[config.mk]
export PLATFORM = sky130hd
export DESIGN_NAME = uart_tx_flat
export DESIGN_NICKNAME = d
export VERILOG_FILES = /design/src/rtl/uart_pkg.sv /design/src/rtl/uart_tx_if.sv /design/src/rtl/uart_baud_cnt.sv /design/src/rtl/uart_tx.sv /design/src/flat_wrapper.sv
export SDC_FILE = /design/constraint.sdc
export NUM_CORES = 1
export LEC_CHECK = 0
export CELL_PAD_IN_SITES_DETAIL_PLACEMENT = 2
export CELL_PAD_IN_SITES_GLOBAL_PLACEMENT = 2
export CORE_MARGIN = 2
export CORE_UTILIZATION = 39
export CTS_CLUSTER_SIZE = 16
export DETAILED_ROUTE_END_ITERATION = 6
export PLACE_DENSITY_LB_ADDON = 0.1
export SYNTH_ARGS = -nofsm -noshare
export SYNTH_HDL_FRONTEND = slang
export SYNTH_SLANG_ARGS = --single-unit
[constraint.sdc]
create_clock -name clk -period 4 [get_ports clk]
set_input_delay 1 -clock clk [delete_from_list [all_inputs] [get_ports clk]]
set_output_delay 1 -clock clk [all_outputs]
set_load 0.01 [all_outputs]
[src/rtl/uart_pkg.sv]
// Shared types and constants for the UART transmitter slice.
// Optional feature macro: UART_TX_PARITY_EN (even parity bit after the data bits).
package uart_pkg;

  typedef enum logic [2:0] {
    IDLE,
    START,
    DATA,
    PARITY,
    STOP
  } uart_state_e;

  localparam int unsigned DATA_BITS        = 8;
  localparam int unsigned CLKS_PER_BIT_DEF = 69;

  // Width of a counter that spans 0..clks-1; never narrower than one bit.
  function automatic int unsigned cnt_width(input int unsigned clks);
    return (clks < 2) ? 1 : $clog2(clks);
  endfunction

endpackage

[src/rtl/uart_tx_if.sv]
// Byte-stream handshake between a producer and the UART transmitter.
interface uart_tx_if;
  import uart_pkg::*;

  logic [DATA_BITS-1:0] data;
  logic                 valid;
  logic                 ready;

  modport master (output data, output valid, input ready);
  modport slave  (input data, input valid, output ready);
endinterface

[src/rtl/uart_baud_cnt.sv]
// Bit-time counter: counts 0..CLKS_PER_BIT-1, wraps itself, tick on the last count.
module uart_baud_cnt
  import uart_pkg::*;
#(
  parameter int unsigned CLKS_PER_BIT = CLKS_PER_BIT_DEF
) (
  input  logic clk,
  input  logic rst,
  input  logic clr,
  output logic tick
);

  localparam int unsigned  W    = cnt_width(CLKS_PER_BIT);
  localparam logic [W-1:0] LAST = W'(CLKS_PER_BIT - 1);

  logic [W-1:0] cnt_q, cnt_d;

  assign tick = (cnt_q == LAST);

  // Next count: restart at every bit boundary or when held clear.
  always_comb begin
    cnt_d = cnt_q + 1'b1;
    if (clr || tick) cnt_d = '0;
  end

  // Counter register.
  always_ff @(posedge clk or negedge rst) begin
    if (!rst) cnt_q <= '0;
    else      cnt_q <= cnt_d;
  end

endmodule

[src/rtl/uart_tx.sv]
// UART transmitter, 8N1 by default; one byte per valid/ready handshake.
// Define UART_TX_PARITY_EN to insert an even-parity bit between data and stop.
module uart_tx
  import uart_pkg::*;
#(
  parameter int unsigned CLKS_PER_BIT = CLKS_PER_BIT_DEF
) (
  input  logic      clk,
  input  logic      rst,
  uart_tx_if.slave  bus,
  output logic      tx
);

  localparam int unsigned      IDX_W    = $clog2(DATA_BITS);
  localparam logic [IDX_W-1:0] LAST_IDX = IDX_W'(DATA_BITS - 1);

  uart_state_e          state_q, state_d;
  logic [IDX_W-1:0]     idx_q, idx_d;
  logic [DATA_BITS-1:0] shift_q, shift_d;
  logic                 tx_q, tx_d;
  logic                 ready_q, ready_d;
`ifdef UART_TX_PARITY_EN
  logic                 parity_q, parity_d;
`endif

  logic baud_clr;
  logic baud_tick;

  // Counter held at zero while idle so the start bit is exactly one bit time.
  assign baud_clr = (state_q == IDLE);

  uart_baud_cnt #(
    .CLKS_PER_BIT(CLKS_PER_BIT)
  ) u_baud (
    .clk  (clk),
    .rst  (rst),
    .clr  (baud_clr),
    .tick (baud_tick)
  );

  assign tx        = tx_q;
  assign bus.ready = ready_q;

  // Next state and next registered outputs; tx/ready are computed one edge ahead.
  always_comb begin
    state_d  = state_q;
    idx_d    = idx_q;
    shift_d  = shift_q;
    tx_d     = tx_q;
    ready_d  = 1'b0;
`ifdef UART_TX_PARITY_EN
    parity_d = parity_q;
`endif
    case (state_q)
      IDLE: begin
        tx_d    = 1'b1;
        ready_d = 1'b1;
        if (bus.valid && ready_q) begin
          state_d  = START;
          shift_d  = bus.data;
          idx_d    = '0;
          tx_d     = 1'b0;
          ready_d  = 1'b0;
`ifdef UART_TX_PARITY_EN
          parity_d = ^bus.data;
`endif
        end
      end
      START: begin
        if (baud_tick) begin
          state_d = DATA;
          tx_d    = shift_q[0];
        end
      end
      DATA: begin
        if (baud_tick) begin
          if (idx_q == LAST_IDX) begin
`ifdef UART_TX_PARITY_EN
            state_d = PARITY;
            tx_d    = parity_q;
`else
            state_d = STOP;
            tx_d    = 1'b1;
`endif
          end else begin
            // tx leads the shift by one bit: it takes the bit about to reach position 0.
            idx_d   = idx_q + 1'b1;
            shift_d = {1'b0, shift_q[DATA_BITS-1:1]};
            tx_d    = shift_q[1];
          end
        end
      end
`ifdef UART_TX_PARITY_EN
      PARITY: begin
        if (baud_tick) begin
          state_d = STOP;
          tx_d    = 1'b1;
        end
      end
`endif
      STOP: begin
        tx_d = 1'b1;
        if (baud_tick) begin
          state_d = IDLE;
          ready_d = 1'b1;
        end
      end
      default: begin
        state_d = IDLE;
        tx_d    = 1'b1;
      end
    endcase
  end

  // State, shift register and output flops.
  always_ff @(posedge clk or negedge rst) begin
    if (!rst) begin
      state_q  <= IDLE;
      idx_q    <= '0;
      shift_q  <= '0;
      tx_q     <= 1'b1;
      ready_q  <= 1'b0;
`ifdef UART_TX_PARITY_EN
      parity_q <= 1'b0;
`endif
    end else begin
      state_q  <= state_d;
      idx_q    <= idx_d;
      shift_q  <= shift_d;
      tx_q     <= tx_d;
      ready_q  <= ready_d;
`ifdef UART_TX_PARITY_EN
      parity_q <= parity_d;
`endif
    end
  end

endmodule

[src/flat_wrapper.sv]
// flat-port wrapper written by rule: the top's interface ports become plain ports
module uart_tx_flat import uart_pkg::*;
#(
  parameter int unsigned CLKS_PER_BIT = CLKS_PER_BIT_DEF
)
  (clk, rst, tx, bus_data, bus_valid, bus_ready);
  uart_tx_if bus_i ();
  input  logic clk;
  input  logic rst;
  output logic tx;
  input wire logic [$bits(bus_i.data)-1:0] bus_data;
  input wire logic [$bits(bus_i.valid)-1:0] bus_valid;
  output wire logic [$bits(bus_i.ready)-1:0] bus_ready;
  assign bus_i.data = bus_data;
  assign bus_i.valid = bus_valid;
  assign bus_ready = bus_i.ready;
  uart_tx #(.CLKS_PER_BIT(CLKS_PER_BIT)) u_core (.clk(clk), .rst(rst), .bus(bus_i), .tx(tx));
endmodule
## Word level (Yosys, flattened, before mapping)

Index checks and enable logic that the tools add are counted.

- Shift operators: 0
- Bitwise operators: 0
- Reduce and logical (&&, ||, !) cells: 7
- Add/sub/neg operators: 2
- Equality and inequality tests: 11
- Multiply operators: 0
- Mux-type cells: 22
- Div/mod/pow operators: 0
- $lt $le $gt $ge: 0

Operators by type and width:

| cell | number |
|---|---|
| 3-bit 2-to-1 mux | 8 |
| 8-bit 2-to-1 mux | 3 |
| 8-bit case mux with 2 select lines | 1 |
| 3-bit case mux with 4 select lines | 1 |
| 2-bit != test (second input constant) | 4 |
| 7-bit by 1-bit adder with 7-bit output (second input constant) | 1 |
| 7-bit == test (second input constant) | 1 |
| 7-bit 2-to-1 mux | 1 |
| 3-bit == test (second input constant) | 2 |
| 3-bit case mux with 2 select lines | 1 |
| 1-bit 2-to-1 mux | 5 |
| 5-bit AND reduction | 1 |
| 2-bit by 1-bit != test with 1-bit output (second input constant) | 2 |
| 4-bit AND reduction | 1 |
| 3-bit by 1-bit adder with 3-bit output (second input constant) | 1 |
| 3-bit by 1-bit == test with 1-bit output (second input constant) | 1 |
| 3-bit by 2-bit == test with 1-bit output (second input constant) | 1 |
| 3-bit logical NOT | 1 |
| 1-bit case mux with 3 select lines | 1 |
| 1-bit case mux with 2 select lines | 1 |
| 2-bit AND reduction | 1 |
| 2-bit nonzero test | 1 |
| 1-bit logical AND | 1 |
| 1-bit logical OR | 1 |

- Register bits: 23
- ROM bits: 0
- RAM bits: 0
- Bits in latches: 0
- Memories kept: 0
- Output and inout bits: 2

## Logic depth before layout (Yosys ltp)

- Word-level depth: 4
- Depth in mapped cells: 7
- Depth with buffers taken out: 6

## By module

From an unflattened synthesis, not the netlist that was laid out.

- Cells, all modules: 121
- Area, all modules: 1302.5 µm²

By module, submodules not included:

| module | instances | seq. area each (µm²) | area each (µm²) | cells each |
|---|---|---|---|---|
| uart_tx | 1 | 401.6 | 948.4 | 86 |
| uart_baud_cnt | 1 | 175.2 | 354.1 | 35 |

## Worst setup path after synthesis

Ideal clock, no wire load.

- Kind: input to register
- Start point: input port bus_valid
- End point: register u_core.shift_q[0]
- Arrival time: 1.684 ns
- Buffers on the path: 1
- Setup slack: 2.191 ns
- Required time: 3.875 ns
- Stages: 4
- Cells stage by stage: nand3_1 -> a21o_1 -> buf_6 -> mux2_4

- Word-level cells in the longest chain between the ends: 3

RTL lines:

| what | RTL line | RTL |
|---|---|---|
| from (decl) | flat_wrapper.sv:12 | `input wire logic [$bits(bus_i.valid)-1:0] bus_valid;` |
| 1-bit logical AND | uart_tx.sv:58 | `if (bus.valid && ready_q) begin` |
| 2-bit by 1-bit != test with 1-bit output (no source line) | -- |  |
| 4-bit AND reduction (no source line) | -- |  |
| to (signal assigned) | uart_tx.sv:129 | `shift_q <= shift_d;` |
| to (decl) | uart_tx.sv:19 | `logic [DATA_BITS-1:0] shift_q, shift_d;` |

No other way between the ends.
A chain may end at the register's enable or synchronous reset.

## Worst setup path after layout

- Start point: register u_core.tx_q, in the netlist u_core.tx
- End point: output port tx

RTL lines:

| what | RTL line | RTL |
|---|---|---|
| from (decl) | uart_tx.sv:20 | `logic tx_q, tx_d;` |
| from (signal assigned) | uart_tx.sv:130 | `tx_q <= tx_d;` |
| to (decl) | flat_wrapper.sv:10 | `output logic tx;` |

No word-level cell between the ends.

==> key figures <==
Floorplanning
  – Io pins: 13
  – Die W: 60.4 um
  – Row Count: 20
  – Initial Util: 40.7%
  – Core area: 3050 um^2
  – Die ar.: 3650 um^2
  – DIE HEIGHT: between 60 and 70 um

Synth
  – Synth Register Bits: 23
  – Net Count, Synth: 126
  – Commonest cells post-synth: 22 x dfrtp_1, 12 x nor2_1
  – Ys async rst share: 100%
  – Sequential fraction of the synthesis area: around 46%
  – Most frequent cell after synthesis: dfrtp_1
  – Synth cell types: 33
  – Post-Synthesis Cells: between 100 and 150
  – Predominant post-synthesis flop cell: dfrtp_1
  – Ys Warns: 0
  – Largest area contributor in the netlist: dfrtp_1
  – Synth area leaders: dfrtp_1 44%, mux2_4 8.5%, mux2_2 6.3%, ha_1 4.0%, nor2_1 3.6%
  – Mapped cell area: 1240 um^2
  – Synth top area share: about 44%
  – EDFF count, synth: 0
  – Mean area per synthesized cell: 11.2 um^2

GRT
  – Grt met1 use: between 20% and 30%
  – Largest net degree at the start of global routing: 24
  – Gr busiest metal: met2
  – Total GRT Usage: between 15 and 20%
  – Vias in the first global route: 1,002
  – Met2 usage: 29.0%
  – First-pass GRT wire length: ~4700 um
  – Initial antenna violation count: 0
  – Global routing usage on met3: around 2.6%
  – GRT overflow: 0

Clock tree
  – H-tree depth: 1
  – Clock latency at the later pin of the worst-skew pair: 0.33 ns
  – Setup bufs post-CTS: 0
  – Cts repair resizes: 0
  – CTS clock-pin slew for the worst setup and hold paths: about 0.13 ns
  – CTS Sinks: 23
  – CTS tree: yes
  – Hold buffer count at cts: 0
  – Cts bufs inserted: 3
  – Max Buffers Root-to-Sink: 2
  – Root Buffer: clkbuf_4

STA
  – Setup TNS: 0 ns
  – Final period utilization: 60.7%
  – Slew margin rel.: 31.1%
  – Final Setup Violations: 0
  – Fin crit period: 2.43 ns
  – Slew @ Worst Pin: 1.03 ns
  – RSZ-0062 raised after global routing: false
  – Final Hold Viols: 0
  – Skew final: approximately 0.0022 ns
  – Max Fclk: slightly above 400 MHz
  – Slew Limit Fails: 0
  – WHS: 0.519 ns

Setup path
  – Startpoint types: register
  – Critical Path Fanout Max: 3
  – Worst path cell trace: clkdlybuf4s50_1
  – Critical path class: register to output pin
  – WP data required: 3.00 ns
  – Arr. time, crit path: 1.43 ns
  – CP Capture Type: output pin
  – Crit path buf inv count: 1
  – Crit-path slowest cell: dfstp_2
  – Worst path top cell family by delay: flip-flops
  – CP max stage delay: ~0.57 ns

Drt
  – DRT iter0 DRCs: 36
  – TritonRoute pass-1 iters: 3
  – Post-DR vias/cell: 5.34
  – Final ANT Viol Nets: 0
  – Via Count: 881
  – Final wirelength: approximately 2600 um
  – DR WL/cell: roughly 16 um
  – DRC Markers: 0

Power and ir drop
  – Power Dens Cells: about 470 nW/um^2
  – NetSw: about 0.22 mW
  – Sw frac: approximately a third
  – Clock power frac: ~17%
  – Part of the power in combinational logic: between 20 and 30%
  – Peak supply drop: ~0.18 mV
  – Pint: 0.440 mW
  – Final Power: about 0.66 mW
  – Seq pwr share: a little over half
  – Leak: between 0.6 and 0.7 nW

Layout
  – Fin cells: roughly 170
  – Post-route cell area: about 1400 um^2
  – Sequential Area: 577 um^2
  – Multi-input gate area: just over 600 um^2
  – Nets: approximately 140
  – Share of post-route cells with drive strength above 1: about a fifth
  – Layout fillers: between 300 and 400
  – Antenna Cells: 0
  – Area added between synthesis and finish: 12.6%

Placement
  – # port buffers: 12
  – Post-DP Area: roughly 1400 um^2
  – Final GP Congestion: approximately 0.71
  – DP Cell Count: ~160
  – Hpwl dp: a little under 2000 um

Job
  – Max_cap viols: 0

Worst hold path
  – Hold Path Class: register to register

Outcome
  – Run status: finished clean
## area by class of cell
| cell class | count | area share, % |
|---|---|---|
| flip-flops and latches | 23 | 41.2 |
| inverters | 4 | 1.07 |
| well taps | 44 | 3.94 |
| clock inverters | 1 | 0.358 |
| clock buffers | 3 | 1.61 |
| multi-input cells | 78 | 43.2 |
| repair buffers | 12 | 8.59 |
## power groups by stage
stage,combinational (mW),sequential (mW),clock (mW)
3_5_place_dp,0.196,0.361,0
3_3_place_gp,0.185,0.355,0
4_1_cts,0.196,0.357,0.122
2_1_floorplan,0.142,0.340,0
5_1_grt,0.222,0.368,0.127
6_report,0.190,0.356,0.113
## kinds of logic (layout without fill, tap and decap cells)
logic type	Yosys count	in the layout	synth area share [%]
compound gates	19	19	10.8
xor+xnor	5	5	3.53
fa+ha+maj	4	4	4.03
buf+inv	10	20	4.93
flops	23	23	46.4
mux	14	14	14.8
simple gates	36	36	15.5
## routing by layer
layer / vias to the layer above / routed length [um]
li1: 413 / -
met1: 453 / 1240
met2: 12 / 1280
met3: 3 / 63
met4: 0 / 43
met5: - / 0
## cell usage in the layout, fill, tap and decap left out
cell             count
nand2_1              7
dfrtp_1             22
xnor2_1              3
or3_1                1
clkinv_2             1
a211o_1              1
mux2_2               7
o211ai_1             6
and2_2               1
nand3_1              7
o31ai_1              1
xor2_1               2
a311oi_1             1
clkdlybuf4s50_1     12
or2_2                1
nor3_1               2
clkbuf_4             3
o21ai_1              1
nor2_1              12
mux2_4               7
o2bb2ai_1            1
a31oi_1              1
nor4_1               1
a21o_1               2
ha_1                 4
dfstp_2              1
a21oi_1              4
nand4b_4             1
a2111oi_0            1
and3_1               1
and4b_2              1
inv_1                4
nand4b_1             1
## registers in the layout (all words and copies together), names as in the netlist
signal / cells
u_core.state_q: 3
u_core.idx_q: 3
u_core.tx: 1
u_core.bus.ready: 1
u_core.shift_q: 8
u_core.u_baud.cnt_q: 7
## per-stage QoR
| step | worst slack, ns | util [%] |
|---|---|---|
| 3_3_place_gp | 1.54 | 44.9 |
| 3_5_place_dp | 1.48 | 44.9 |
| 2_1_floorplan | 2.19 | - |
| 6_report | 1.57 | 45.8 |
| 4_1_cts | 1.55 | 45.8 |
| 5_1_grt | 1.53 | 45.8 |
## worst reg2reg max path: stages, from the launching register on
cell and delay [ns]:
dfrtp_1 0.87, inv_1 0.33, nand3_1 0.19, a21o_1 0.42, mux2_4 0.34
## final timing paths
check	start	end	slack, ns	depth (start not counted)
min	u_core.u_baud.cnt_q[0]	u_core.u_baud.cnt_q[0]	0.52	1
max	u_core.tx	tx	1.57	1
min reg2reg	u_core.u_baud.cnt_q[0]	u_core.u_baud.cnt_q[0]	0.52	1
max reg2reg	u_core.state_q[1]	u_core.shift_q[2]	1.75	4
max in group asynchronous	rst	u_core.idx_q[2]	2.17	1
min in group asynchronous	rst	u_core.u_baud.cnt_q[3]	1.22	1
Power figures use the tool's default switching activity.
